## src/rtl/cpu_pkg.sv

```systemverilog
// Shared types and constants for the simple RISC CPU controller.
package cpu_pkg;

  localparam int OPCODE_W = 3;
  localparam int ADDR_W   = 5;

  typedef enum logic [OPCODE_W-1:0] {
    HLT = 3'd0,
    SKZ = 3'd1,
    ADD = 3'd2,
    AND = 3'd3,
    XOR = 3'd4,
    LDA = 3'd5,
    STO = 3'd6,
    JMP = 3'd7
  } opcode_t;

  typedef enum logic [2:0] {
    INST_ADDR  = 3'd0,
    INST_FETCH = 3'd1,
    INST_LOAD  = 3'd2,
    IDLE       = 3'd3,
    OP_ADDR    = 3'd4,
    OP_FETCH   = 3'd5,
    ALU_OP     = 3'd6,
    STORE      = 3'd7
  } phase_t;

  // Opcodes that read an operand from memory and load the accumulator.
  function automatic logic isAluOp(input opcode_t op);
    return (op == ADD) || (op == AND) || (op == XOR) || (op == LDA);
  endfunction

endpackage

```

## src/rtl/phase_counter.sv

```systemverilog
// Eight-phase wrapping counter; hold_i freezes it in place (used for halt).
module phase_counter
  import cpu_pkg::*;
(
  input  logic   clk_i,
  input  logic   rst_ni,
  input  logic   hold_i,
  output phase_t phase_o
);

  phase_t phase_q;
  phase_t phase_d;

  always_comb begin
    phase_d = hold_i ? phase_q : phase_t'(phase_q + 3'd1);
  end

  always_ff @(posedge clk_i or negedge rst_ni) begin
    if (!rst_ni) begin
      phase_q <= INST_ADDR;
    end else begin
      phase_q <= phase_d;
    end
  end

  assign phase_o = phase_q;

endmodule

```

## src/rtl/cpu_controller.sv

```systemverilog
// Instruction sequencer: decodes phase, opcode and zero flag into datapath strobes.
module cpu_controller
  import cpu_pkg::*;
(
  input  logic                clk_i,
  input  logic                rst_ni,
  input  logic [OPCODE_W-1:0] opcode_i,
  input  logic                zero_i,
  output logic                sel_o,
  output logic                rd_o,
  output logic                ld_ir_o,
  output logic                inc_pc_o,
  output logic                ld_pc_o,
  output logic                ld_ac_o,
  output logic                wr_o,
  output logic                data_e_o,
  output logic                halt_o,
  output logic [2:0]          phase_o
);

  phase_t  phase;
  opcode_t op;
  logic    aluOp;
  logic    haltHold;

  assign op       = opcode_t'(opcode_i);
  assign aluOp    = isAluOp(op);
  assign haltHold = (phase == OP_ADDR) && (op == HLT);

  phase_counter u_phase_counter (
    .clk_i   (clk_i),
    .rst_ni  (rst_ni),
    .hold_i  (haltHold),
    .phase_o (phase)
  );

  always_comb begin
    sel_o    = 1'b0;
    rd_o     = 1'b0;
    ld_ir_o  = 1'b0;
    inc_pc_o = 1'b0;
    ld_pc_o  = 1'b0;
    ld_ac_o  = 1'b0;
    wr_o     = 1'b0;
    data_e_o = 1'b0;
    halt_o   = 1'b0;
    case (phase)
      INST_ADDR: begin
        sel_o = 1'b1;
      end
      INST_FETCH: begin
        sel_o = 1'b1;
        rd_o  = 1'b1;
      end
      INST_LOAD, IDLE: begin
        sel_o   = 1'b1;
        rd_o    = 1'b1;
        ld_ir_o = 1'b1;
      end
      OP_ADDR: begin
        inc_pc_o = (op != HLT);
        halt_o   = (op == HLT);
      end
      OP_FETCH: begin
        rd_o = aluOp;
      end
      ALU_OP: begin
        rd_o     = aluOp;
        inc_pc_o = (op == SKZ) && zero_i;
        ld_pc_o  = (op == JMP);
        data_e_o = (op == STO);
      end
      STORE: begin
        // JMP raises both ld and inc here; the PC resolves it with ld priority.
        rd_o     = aluOp;
        ld_ac_o  = aluOp;
        ld_pc_o  = (op == JMP);
        inc_pc_o = (op == JMP);
        wr_o     = (op == STO);
        data_e_o = (op == STO);
      end
      default: begin
        sel_o = 1'b0;
      end
    endcase
  end

  assign phase_o = phase;

endmodule

```

## config.mk

```make
export PLATFORM = sky130hd
export DESIGN_NAME = cpu_controller
export DESIGN_NICKNAME = d
export VERILOG_FILES = /design/src/rtl/cpu_pkg.sv /design/src/rtl/phase_counter.sv /design/src/rtl/cpu_controller.sv
export SDC_FILE = /design/constraint.sdc
export NUM_CORES = 1
export LEC_CHECK = 0
export BUFFER_PORTS_ARGS = -buffer_cell sky130_fd_sc_hd__buf_2
export CELL_PAD_IN_SITES_DETAIL_PLACEMENT = 1
export CELL_PAD_IN_SITES_GLOBAL_PLACEMENT = 2
export CORE_AREA = 2 2 41 47
export DETAILED_ROUTE_END_ITERATION = 8
export DIE_AREA = 0 0 43 49
export MAX_ROUTING_LAYER = met4
export PLACE_DENSITY = 0.71
export SLEW_MARGIN = 40
export SYNTH_ARGS = -nofsm -noshare
export SYNTH_HDL_FRONTEND = slang
export SYNTH_HIERARCHICAL = 1
export SYNTH_SLANG_ARGS = --single-unit
```

## constraint.sdc

```tcl
create_clock -name clk_i -period 1.75 [get_ports clk_i]
set_clock_uncertainty 0.2 [all_clocks]
set_input_delay 0 -clock clk_i [delete_from_list [all_inputs] [get_ports clk_i]]
set_output_delay 0 -clock clk_i [all_outputs]
set_load 0.01 [all_outputs]
```

Word level (Yosys, flattened, before mapping)
Cells that the tools add are included.
{"block": "totals", "out_inout_bits": 12, "in_bits": 6, "ff_bits": 3, "word_cells": 38}
{"block": "op_classes", "reduce_logical": 13, "n_mux": 9, "addsub": 1, "n_eq_ne": 14}
{"cell": "$eq 3x3->1 const B", "n": 8}
{"cell": "$eq 3x2->1 const B", "n": 4}
{"cell": "$mux 1", "n": 7}
{"cell": "$eq 3x1->1 const B", "n": 2}
{"cell": "$logic_not 3->1", "n": 2}
{"cell": "$reduce_or 3->1", "n": 2}
{"cell": "$reduce_or 2->1", "n": 2}
{"cell": "$reduce_or 4->1", "n": 1}
{"cell": "$add 3x1->3 const B", "n": 1}
{"cell": "$logic_or 1x1->1", "n": 3}
{"cell": "$pmux 1 s3", "n": 1}
{"cell": "$reduce_bool 3->1", "n": 1}
{"cell": "$logic_and 1x1->1", "n": 2}
{"cell": "$pmux 1 s2", "n": 1}

Logic depth before layout (Yosys ltp)
Gate-level depths: netlist of the first run.
{"block": "depth", "ltp_word": 5, "ltp_mapped": 5}

Modules after synthesis
The synthesis of the first run kept the hierarchy.
{"module": "phase_counter", "cells_per_inst": 8, "seq_area_each_um2": 75.1, "area_each_um2": 133.9, "instances": 1}
{"module": "cpu_controller", "cells_per_inst": 21, "seq_area_each_um2": 0.0, "area_each_um2": 120.1, "instances": 1}

Worst setup path before layout of the first run
OpenSTA, ideal clock, no wires.
{"block": "synth_timing", "path_type": "register -> register", "from": "register u_phase_counter.phase_q[1], in the netlist u_phase_counter/phase_o[1]", "to": "register u_phase_counter.phase_q[1], in the netlist u_phase_counter/phase_o[1]", "n_path_buf": 0, "t_required_ns": 1.425, "stages_incl_launch_ff": 5, "setup_time_ns": 0.125, "synth_period_minus_slack_ns": 2.093, "path_slack_ns": -0.343, "arrival_time_ns": 1.768, "path_cell_list": "dfrtp_1 > nor2_1 > nand2_1 > nor4_1 > mux2_4"}
{"block": "synth_via", "elab_chain_len": 2}
{"element": "start, declared", "line_no": "phase_counter.sv:11", "text": "phase_t phase_q;"}
{"element": "start signal, assigned", "line_no": "phase_counter.sv:22", "text": "phase_q <= phase_d;"}
{"element": "parallel branches: the longest is 2 deep, another holds $add 3x1->3"}
Parallel ways; which one is timed is not known.
A chain may end at the register's enable or synchronous reset.

Final worst setup path of the first run
{"block": "layout_timing", "from": "register u_phase_counter.phase_q[0], in the netlist u_phase_counter/phase_o[0]", "to": "output port inc_pc_o"}
{"block": "layout_via", "elab_chain_len": 2}
{"element": "$eq 3x3->1", "line_no": "cpu_controller.sv:47", "text": "case (phase)"}
{"element": "$pmux 1 s3 *", "line_no": "cpu_controller.sv:47"}
{"element": "end, declared", "line_no": "cpu_controller.sv:12", "text": "output logic inc_pc_o,"}
Every way passes the cells marked *; elsewhere a longest branch is shown, timed or not.

==> results of run 1 <==
==> repair_timing <==
action                                  4_1_cts  5_1_grt
pin swaps                                     0        0
endpoints found under the setup margin        1        3
hold buffers                                  5        0
resized for setup                             4        2
hold endpoints to repair                      4        0
setup buffers                                 1        1
==> how the worst max path moves through the flow <==
stage,start,to,slack [ps],cells past startpoint
6_report,u_phase_counter/phase_o[0],inc_pc_o,6,4
3_5_place_dp,u_phase_counter/phase_o[0],u_phase_counter/phase_o[1],110,4
2_1_floorplan,u_phase_counter/phase_o[1],u_phase_counter/phase_o[1],40,4
5_1_grt,u_phase_counter/phase_o[1],inc_pc_o,-60,6
3_3_place_gp,u_phase_counter/phase_o[0],u_phase_counter/phase_o[1],160,4
4_1_cts,u_phase_counter/phase_o[0],inc_pc_o,-2,4
==> logic make-up (layout without fill, tap and decap cells) <==
group,Yosys count,after routing,synth area share
AOI/OAI and AO/OA,3,3,0.0788
DFF,3,3,0.296
muxes,1,1,0.0591
and+or+nand+nor,17,17,0.399
adders and majority gates,1,1,0.0493
buffers and inverters,1,32,0.0148
xor gates and xnor gates,3,3,0.103
==> power by group through the flow <==
| stage | clock network (W) | logic (W) | registers [W] |
|---|---|---|---|
| finish | 0.000127 | 0.000529 | 0.000153 |
| global route | 0.000134 | 0.000583 | 0.000162 |
| global placement | 0 | 0.000468 | 0.000149 |
| detailed placement | 0 | 0.000474 | 0.000150 |
| CTS | 0.000133 | 0.000530 | 0.000152 |
| floorplan | 0 | 0.000235 | 0.000183 |
==> layer usage <==
layer	track usage	share of wire	wire, microns
met2	0.164	0.52	505
met5	-	0	0
met4	0.106	0	0
met3	0.00370	0.059	57
met1	0.121	0.41	399
==> stage by stage <==
step	TNS, ps	instances
after global routing	-100	78
after floorplan	0	29
after CTS	-2.46	77
after global placement	0	67
after detailed placement	0	67
final	0	78
==> layout by cell type (no fill, tap or decap), drive strengths merged <==
| cell | n |
|---|---|
| dfrtp | 3 |
| a31oi | 1 |
| nor2 | 3 |
| and2b | 1 |
| ha | 1 |
| mux2 | 1 |
| clkbuf | 4 |
| nand3 | 1 |
| nand2 | 4 |
| nor3 | 1 |
| nand2b | 1 |
| inv | 1 |
| nor4 | 1 |
| or4 | 1 |
| xnor2 | 3 |
| buf | 22 |
| and2 | 2 |
| or2b | 1 |
| dlygate4sd3 | 5 |
| o221ai | 1 |
| nor3b | 1 |
| a21oi | 1 |
==> final cells by class <==
type / count / area, sq um
Tap cell: 18 / 22.5
Clock buffer: 4 / 26.3
Fill cell: 220 / 1170
Timing Repair Buffer: 27 / 179
Inverter: 1 / 3.75
Sequential cell: 3 / 76.3
Multi-Input combinational cell: 25 / 203
==> worst max-delay path: cells and delay by family (launching register included) <==
family                 cells  cell delay [ps]
and+or+nand+nor            2              670
buffers and inverters      1              160
AOI/OAI and AO/OA          1               70
DFF                        1              410
==> flow_summary.ini, run 1 <==
[sta]
rsz0062_at_grt = true
drv_slew = 0
fmax_mhz = 574
hold_ws_ps = 399
hold_viol = 0
fin_crit_ps = 1740
fin_crit_sh = 0.996
tightestPinTransition_ps = 316
worst_slack_ps = 6.40
maxSlewHeadroom = 0.788
final-setup-viol-count = 0

[logic_synthesis]
synth_edf_count = 0
syn_avg_cell_area_sq_um = 8.76
synthCells = 29
synth_common_cells = nand2_1 (4), dfrtp_1 (3), nor2_1 (3), xnor2_1 (3), and2_1 (2)
synth_area_leader_cell = dfrtp_1
synth.distinct_cells = 19
synthArstFlopShare = 1.00
syn_area_sq_um = 254
ys_warn_count = 6
synth_nets = 36
yosysSeqAreaShare = 0.296
synth_top_flop_cell = dfrtp_1
netlist.area_leader.share = 0.296
synth_seq_cells = 3
synth.most_common_cell = nand2_1
synth_area_leaders = dfrtp_1 (30%), xnor2_1 (10%), mux2_4 (5.9%), nand2_1 (5.9%), nand2b_4 (5.4%)

[floorplan]
io_pins = 18
start_util = 0.151
coreArea_sq_um = 1680
die_h_microns = 49
die_w_microns = 43
num_rows = 16
dieArea_sq_um = 2110

[clocking]
clock_path_buffers = 2
h-tree-depth = 1
cts-buffers-inserted = 3
clock_sink_count = 3
root_buffer = clkbuf_4
clk_pin_slew_worst_paths_ps = 40
clk_latency_ps = 240
cts_tree = done

[power]
power.internal_w = 0.000476
switchingPower_w = 0.000333
combPwrFrac = 0.654
ir_drop_mv = 0.289
p_leak_nw = 0.245
power.share.sequential = 0.190
p_clk_frac = 0.157
power_density_nw_per_um2 = 1580
sw_frac_of_total = 0.411
power_w = 0.000809

[finish]
area_growth_syn_to_layout_pct = 101
drive_above_1_share = 0.550
layout.nets = 68
design_area_sq_um = 510
num_antenna_cells = 0
finish.utilization = 0.304
largest_register_ffs = 3

[global_route]
grt_pass1_vias = 332
antenna_found_initial = 0
grt_max_degree = 7
grt_pass1_wl_mm = 1.59
overflow = 0
grtUsageTotal = 0.108

[routing]
vias_per_cell = 4.26
drc = 0
postRouteAntennaNets = 0
wl_per_cell_microns = 12.3
drt_first_pass_iters = 3
wl_microns = 962
initialDrtViolationCount = 3
vias = 332

[worst_setup_path]
critPathSlowestCell = dfrtp_1
crit_required_ps = 1550
critical_path_class = flip-flop to output port
r2r-start = u_phase_counter/phase_o[0]
start_kind = flip-flop
crit_path_end_kind = output port
crit_fanout = 5
rr_endpoint = u_phase_counter/phase_o[1]
reg2reg_slack_ps = 90
cp_cell_sequence = or2b_4, or4_4, o221ai_2, buf_2
critical_path.max_stage_delay_ps = 410
crit_arrival_ps = 1540
ff2ff_path_depth = 4

[place]
gp_congestion = 0.662
pre_cts_ws_ps = 112
dp_hpwl_microns = 682
place_area_sq_um = 399
port_buffers = 17

[worst_hold_path]
min_path_cells = 5
hold_class = primary input to output port
whs_endpoint = inc_pc_o
hold_path.startpoint = zero_i

[run_status]
outcome = complete, no violations

[flow_run]
maxCapViolations = 0
(Power assumes the default switching activity.)
==> run 2, diff against run 1 <==
clock period = 1.5 ns   (was 1.75 ns; I/O delays follow)
==> run 2 against run 1 <==
  * The run now ends with negative setup slack left
  * Hold slack lost 330 ps
  * Non-clock buffer count grew 3
  * Register-to-register slack lost 240 ps
  * Setup slack lost 200 ps
  * Utilization grew 3.5 points
  * Total power grew 39%
  * Critical path depth is the same
  * Sequential power grew 20%
  * First-iteration DRC count shrank 100%
  * Clock power grew 9%
  * Critical endpoint unchanged
  * Largest power group unchanged
==> flow_summary.ini, run 2 (same netlist as run 1, synthesis figures left out) <==
[finish]
layout.nets = 71
multi_input_area_sq_um = 240
mostFrequentLayoutCells = buf_2 (16), buf_4 (10), nand2_1 (3), clkbuf_4 (3), dfrtp_2 (3)
mostFrequentLayoutCell = buf_2
design_area_sq_um = 569
num_antenna_cells = 0
drive_above_1_share = 0.730
layout.area.seq_sq_um = 78.8
fill_cells = 226
largest_register_ffs = 3
area_growth_syn_to_layout_pct = 124

[routing]
wl_per_cell_microns = 11.1
initialDrtViolationCount = 0
postRouteAntennaNets = 0
vias = 339
drc = 0
vias_per_cell = 4.19
wl_microns = 903
drt_first_pass_iters = 1

[worst_setup_path]
reg2reg_slack_ps = -150
ff2ff_path_depth = 6
r2r-start = u_phase_counter/phase_o[0]
critical_path_class = flip-flop to output port
crit_required_ps = 1300
rr_endpoint = u_phase_counter/phase_o[1]
crit_fanout = 2
start_kind = flip-flop
crit_arrival_ps = 1490
crit_path_end_kind = output port

[global_route]
grt_pass1_wl_mm = 1.47
grt_pass1_vias = 329
antenna_found_initial = 0
grt_max_degree = 7
grtUsageTotal = 0.0972
overflow = 0

[floorplan]
num_rows = 16
start_util = 0.151
dieArea_sq_um = 2110
die_w_microns = 43
coreArea_sq_um = 1680
die_h_microns = 49
io_pins = 18

[sta]
drv_slew = 0
maxSlewHeadroom = 0.826
rsz0062_at_grt = true
fin_crit_ps = 1690
hold_viol = 0
worst_slack_ps = -191
final-setup-viol-count = 4
fin_crit_sh = 1.13
tightestPinTransition_ps = 259
fmax_mhz = 591

[clocking]
cts_tree = done
h-tree-depth = 1
clk_pin_slew_worst_paths_ps = 30
root_buffer = clkbuf_4
clock_path_buffers = 2
clk_latency_ps = 230
clock_sink_count = 3
cts-buffers-inserted = 3

[place]
gp_congestion = 0.702
dp_hpwl_microns = 724
place_area_sq_um = 449
pre_cts_ws_ps = -37.4
port_buffers = 17

[run_status]
violations = negative setup slack
outcome = finished, violations left

[power]
power_density_nw_per_um2 = 1970
power_w = 0.00112
ir_drop_mv = 0.590
p_leak_nw = 0.270

[worst_hold_path]
whs_endpoint = u_phase_counter/phase_o[0]
min_path_cells = 4
hold_class = primary input to flip-flop
hold_path.startpoint = opcode_i[2]

[flow_run]
maxCapViolations = 0
==> run 2: changes by cell type in the layout (fill, tap and decap cells not counted), moves of 2 or more <==
cell / before / now
dlygate4sd3_1: 5 / 2
xnor2_1: 3 / 1
dfrtp_2: 1 / 3
buf_4: 5 / 10
xnor2_2: 0 / 2
dfrtp_1: 2 / 0
==> run 2: area by class of cell <==
cell class	instances	share of cell area
Sequential cell	3	0.138
Inverter	1	0.00659
Timing Repair Buffer	30	0.347
Clock buffer	4	0.0462
Tap cell	18	0.0396
Multi-Input combinational cell	25	0.422
==> run 2: layer usage <==
layer / up-vias / wire [microns] / track usage
li1: 169 / - / -
met1: 155 / 418 / 0.115
met2: 15 / 434 / 0.144
met3: 0 / 50 / 0.0370
met4: 0 / 0 / 0.0455
met5: - / 0 / -
==> run 2: power by group <==
part	switching (W)	internal, W	total [W]	leakage [nW]
combinational	0.000349	0.000451	0.000800	0.223
sequential	0.0000498	0.000134	0.000184	0.0323
clock	0.0000385	0.0000995	0.000138	0.0150
==> run 2: worst max path at each step <==
stage / from / end / cells past startpoint
after CTS: u_phase_counter/phase_o[0] / inc_pc_o / 4
after global placement: u_phase_counter/phase_o[0] / inc_pc_o / 4
after floorplan: u_phase_counter/phase_o[1] / u_phase_counter/phase_o[1] / 4
after detailed placement: u_phase_counter/phase_o[1] / u_phase_counter/phase_o[1] / 4
after global routing: u_phase_counter/phase_o[0] / inc_pc_o / 4
final: u_phase_counter/phase_o[0] / inc_pc_o / 4
==> run 2: stage by stage <==
step                setup TNS [ps]  std cells  hold WS (ps)   util
floorplan                     -191         29          -496      -
global placement             -36.4         72          -398  0.267
detailed placement           -60.9         72          -391  0.267
CTS                           -593         79          8.98  0.305
global route                  -742         81          94.2  0.339
finish                        -470         81          68.3  0.339
==> run 2: critical path, cell delays in order, from the launching register on <==
cell and delay [ps]:
dfrtp_2 400, or2b_4 240, or4_1 390, o221ai_1 80, buf_2 160
==> run 2: what timing repair did <==
action / 4_1_cts / 5_1_grt
endpoints found under the setup margin: 4 / 7
pin swaps: 0 / 3
hold buffers: 2 / 0
hold endpoints to repair: 3 / 0
setup buffers: 1 / 3
gates resized for setup: 3 / 6
==> run 3, diff against run 2 <==
BUFFER_PORTS_ARGS = -buffer_cell sky130_fd_sc_hd__buf_4   (was -buffer_cell sky130_fd_sc_hd__buf_2)
CORE_AREA = 2 2 43 49   (was 2 2 41 47)
DIE_AREA = 0 0 45 51   (was 0 0 43 49)
PLACE_DENSITY = 0.74   (was 0.71)
SYNTH_HIERARCHICAL = unset   (was 1)
==> run 3 against run 2 <==
  * The run still ends with negative setup slack left
  * First-iteration DRC count increased by 2
  * Sequential cell count is the same
  * Critical path depth grew 2
  * Largest cell class unchanged
==> flow_summary.ini, run 3 <==
[routing]
postRouteAntennaNets = 0
vias = 401
drt_first_pass_iters = 3
drc = 0
wl_mm = 1.31
initialDrtViolationCount = 2
vias_per_cell = 4.27
wl_per_cell_microns = 14.0

[sta]
tightestPinTransition_ps = 292
fin_crit_ps = 1690
worst_slack_ps = -187
drv_slew = 0
finalSetupTns_ps = -790
maxSlewHeadroom = 0.804
hold_viol = 0
final-setup-viol-count = 7
rsz0062_at_grt = true
fmax_mhz = 593
fin_crit_sh = 1.12

[place]
gp_congestion = 0.705
port_buffers = 17
pre_cts_ws_ps = -35.9
dp_hpwl_microns = 894
place_inst = 82
place_area_sq_um = 539

[worst_setup_path]
crit_arrival_ps = 1490
critPathSlowestCell = dfrtp_1
critical_path.max_stage_delay_ps = 410
crit_required_ps = 1300
cp_num_buf_inv = 2
crit_path_end_kind = output port
cp_cell_sequence = inv_2, ha_4, a21oi_2, or3_4, a21oi_2, buf_4
critical_path_class = flip-flop to output port
start_kind = flip-flop
cp_top_family = flip-flops
crit_top_cell = a21oi_2
crit_fanout = 4

[floorplan]
dieArea_sq_um = 2300
coreArea_sq_um = 1870
num_rows = 17
die_w_microns = 45
start_util = 0.168
io_pins = 18
die_h_microns = 51

[run_status]
outcome = finished, violations left
violations = negative setup slack

[power]
ir_drop_mv = 0.843
p_clk_frac = 0.102
combPwrFrac = 0.748
p_leak_nw = 0.355
power_density_nw_per_um2 = 1940
sw_frac_of_total = 0.414
power.internal_w = 0.000807
power.share.sequential = 0.150
power_w = 0.00138
switchingPower_w = 0.000569

[logic_synthesis]
synth_nets = 50
synth_common_cells = ha_1 (6), inv_1 (5), nor2_1 (4)
ys_warn_count = 0
syn_avg_cell_area_sq_um = 8.30
netlist.area_leader.share = 0.238
synth_area_leaders = dfrtp_1 (24%), ha_1 (24%), inv_1 (6.0%), xnor2_1 (5.6%), nand4b_2 (4.8%)
yosysSeqAreaShare = 0.238
synth_seq_cells = 3
synth_edf_count = 0
synthArstFlopShare = 1.00
synthCells = 38
syn_area_sq_um = 315
synth.most_common_cell = ha_1
synth_area_leader_cell = dfrtp_1
synth_top_flop_cell = dfrtp_1
synth.distinct_cells = 20

[clocking]
clk_latency_ps = 230
h-tree-depth = 1
cts-buffers-inserted = 3
root_buffer = clkbuf_4
clock_path_buffers = 2
cts_tree = done
clk_pin_slew_worst_paths_ps = 40
clock_sink_count = 3

[finish]
num_antenna_cells = 0
mostFrequentLayoutCell = buf_4
mostFrequentLayoutCells = buf_4 (25), buf_6 (5), inv_2 (4), nor2_1 (4)
area_growth_syn_to_layout_pct = 125
design_area_sq_um = 711
largest_register_ffs = 3
final_cell_count_no_fill = 94
drive_above_1_share = 0.680
layout.nets = 88

[flow_run]
maxCapViolations = 0

[global_route]
grt_max_degree = 8
grtUsageTotal = 0.127
overflow = 0
grt_pass1_vias = 445
antenna_found_initial = 0
grt_pass1_wl_mm = 1.93

[worst_hold_path]
hold_class = primary input to flip-flop
==> run 3: area by class of cell <==
cell class	count	area, sq um
tap	19	23.8
inverter	6	22.5
timing repair buffer	33	274
multi-input combinational	29	287
clock buffer	4	26.3
sequential	3	77.6
fill	232	1160
==> run 3: stage by stage <==
stage	util	hold slack [ps]
5_1_grt	0.380	40.8
3_3_place_gp	0.288	-409
6_report	0.380	42.4
4_1_cts	0.364	2.01
2_1_floorplan	-	-496
3_5_place_dp	0.288	-407
==> run 3: tightest hold or removal path, cell delays in order <==
cell	delay, ps
buf_4	120
nor2_2	60
nand4b_4	110
mux2_4	150
==> run 3: cell families after synthesis <==
kind of cell	after synthesis	share of synthesized area
AO/OA/AOI/OAI	5	0.103
XOR/XNOR	2	0.0556
adder cells (fa/ha/maj)	6	0.238
buffers and inverters	6	0.0714
flip-flops	3	0.238
multiplexers	1	0.0357
AND/OR/NAND/NOR	15	0.258
==> run 3: per-layer routing <==
layer  vias up  wire, microns  track usage
met5         -              0            -
met2        11            779        0.238
li1        202              -            -
met4         0             10        0.103
met3         2             38       0.0106
met1       186            483        0.108
==> run 3: final timing paths <==
| kind | cells past startpoint | end | slack [ps] | startpoint |
|---|---|---|---|---|
| max in group asynchronous | 3 | u_phase_counter.phase_o[2] | 470 | rst_ni |
| worst max register to register | 7 | u_phase_counter.phase_o[0] | -70 | u_phase_counter.phase_o[0] |
| worst min register to register | 2 | u_phase_counter.phase_o[1] | 490 | u_phase_counter.phase_o[1] |
| worst min-delay path | 4 | u_phase_counter.phase_o[1] | 40 | opcode_i[1] |
| min in group asynchronous | 3 | u_phase_counter.phase_o[0] | 460 | rst_ni |
| worst max-delay path | 6 | inc_pc_o | -190 | u_phase_counter.phase_o[0] |
==> run 3: power groups by stage <==
stage / clock network (W) / registers (W) / logic [W]
after detailed placement: 0 / 0.000199 / 0.000767
after global placement: 0 / 0.000196 / 0.000750
final: 0.000141 / 0.000206 / 0.00103
after CTS: 0.000148 / 0.000206 / 0.000918
after global routing: 0.000165 / 0.000214 / 0.00111
after floorplan: 0 / 0.000223 / 0.000317
==> run 3: what timing repair did <==
action                                  4_1_cts  5_1_grt
setup buffers                                 4        1
resized for setup                            15        4
endpoints found under the hold margin         4        0
endpoints found under the setup margin        5        9
pin swaps                                     2        3
hold buffers                                  3        0
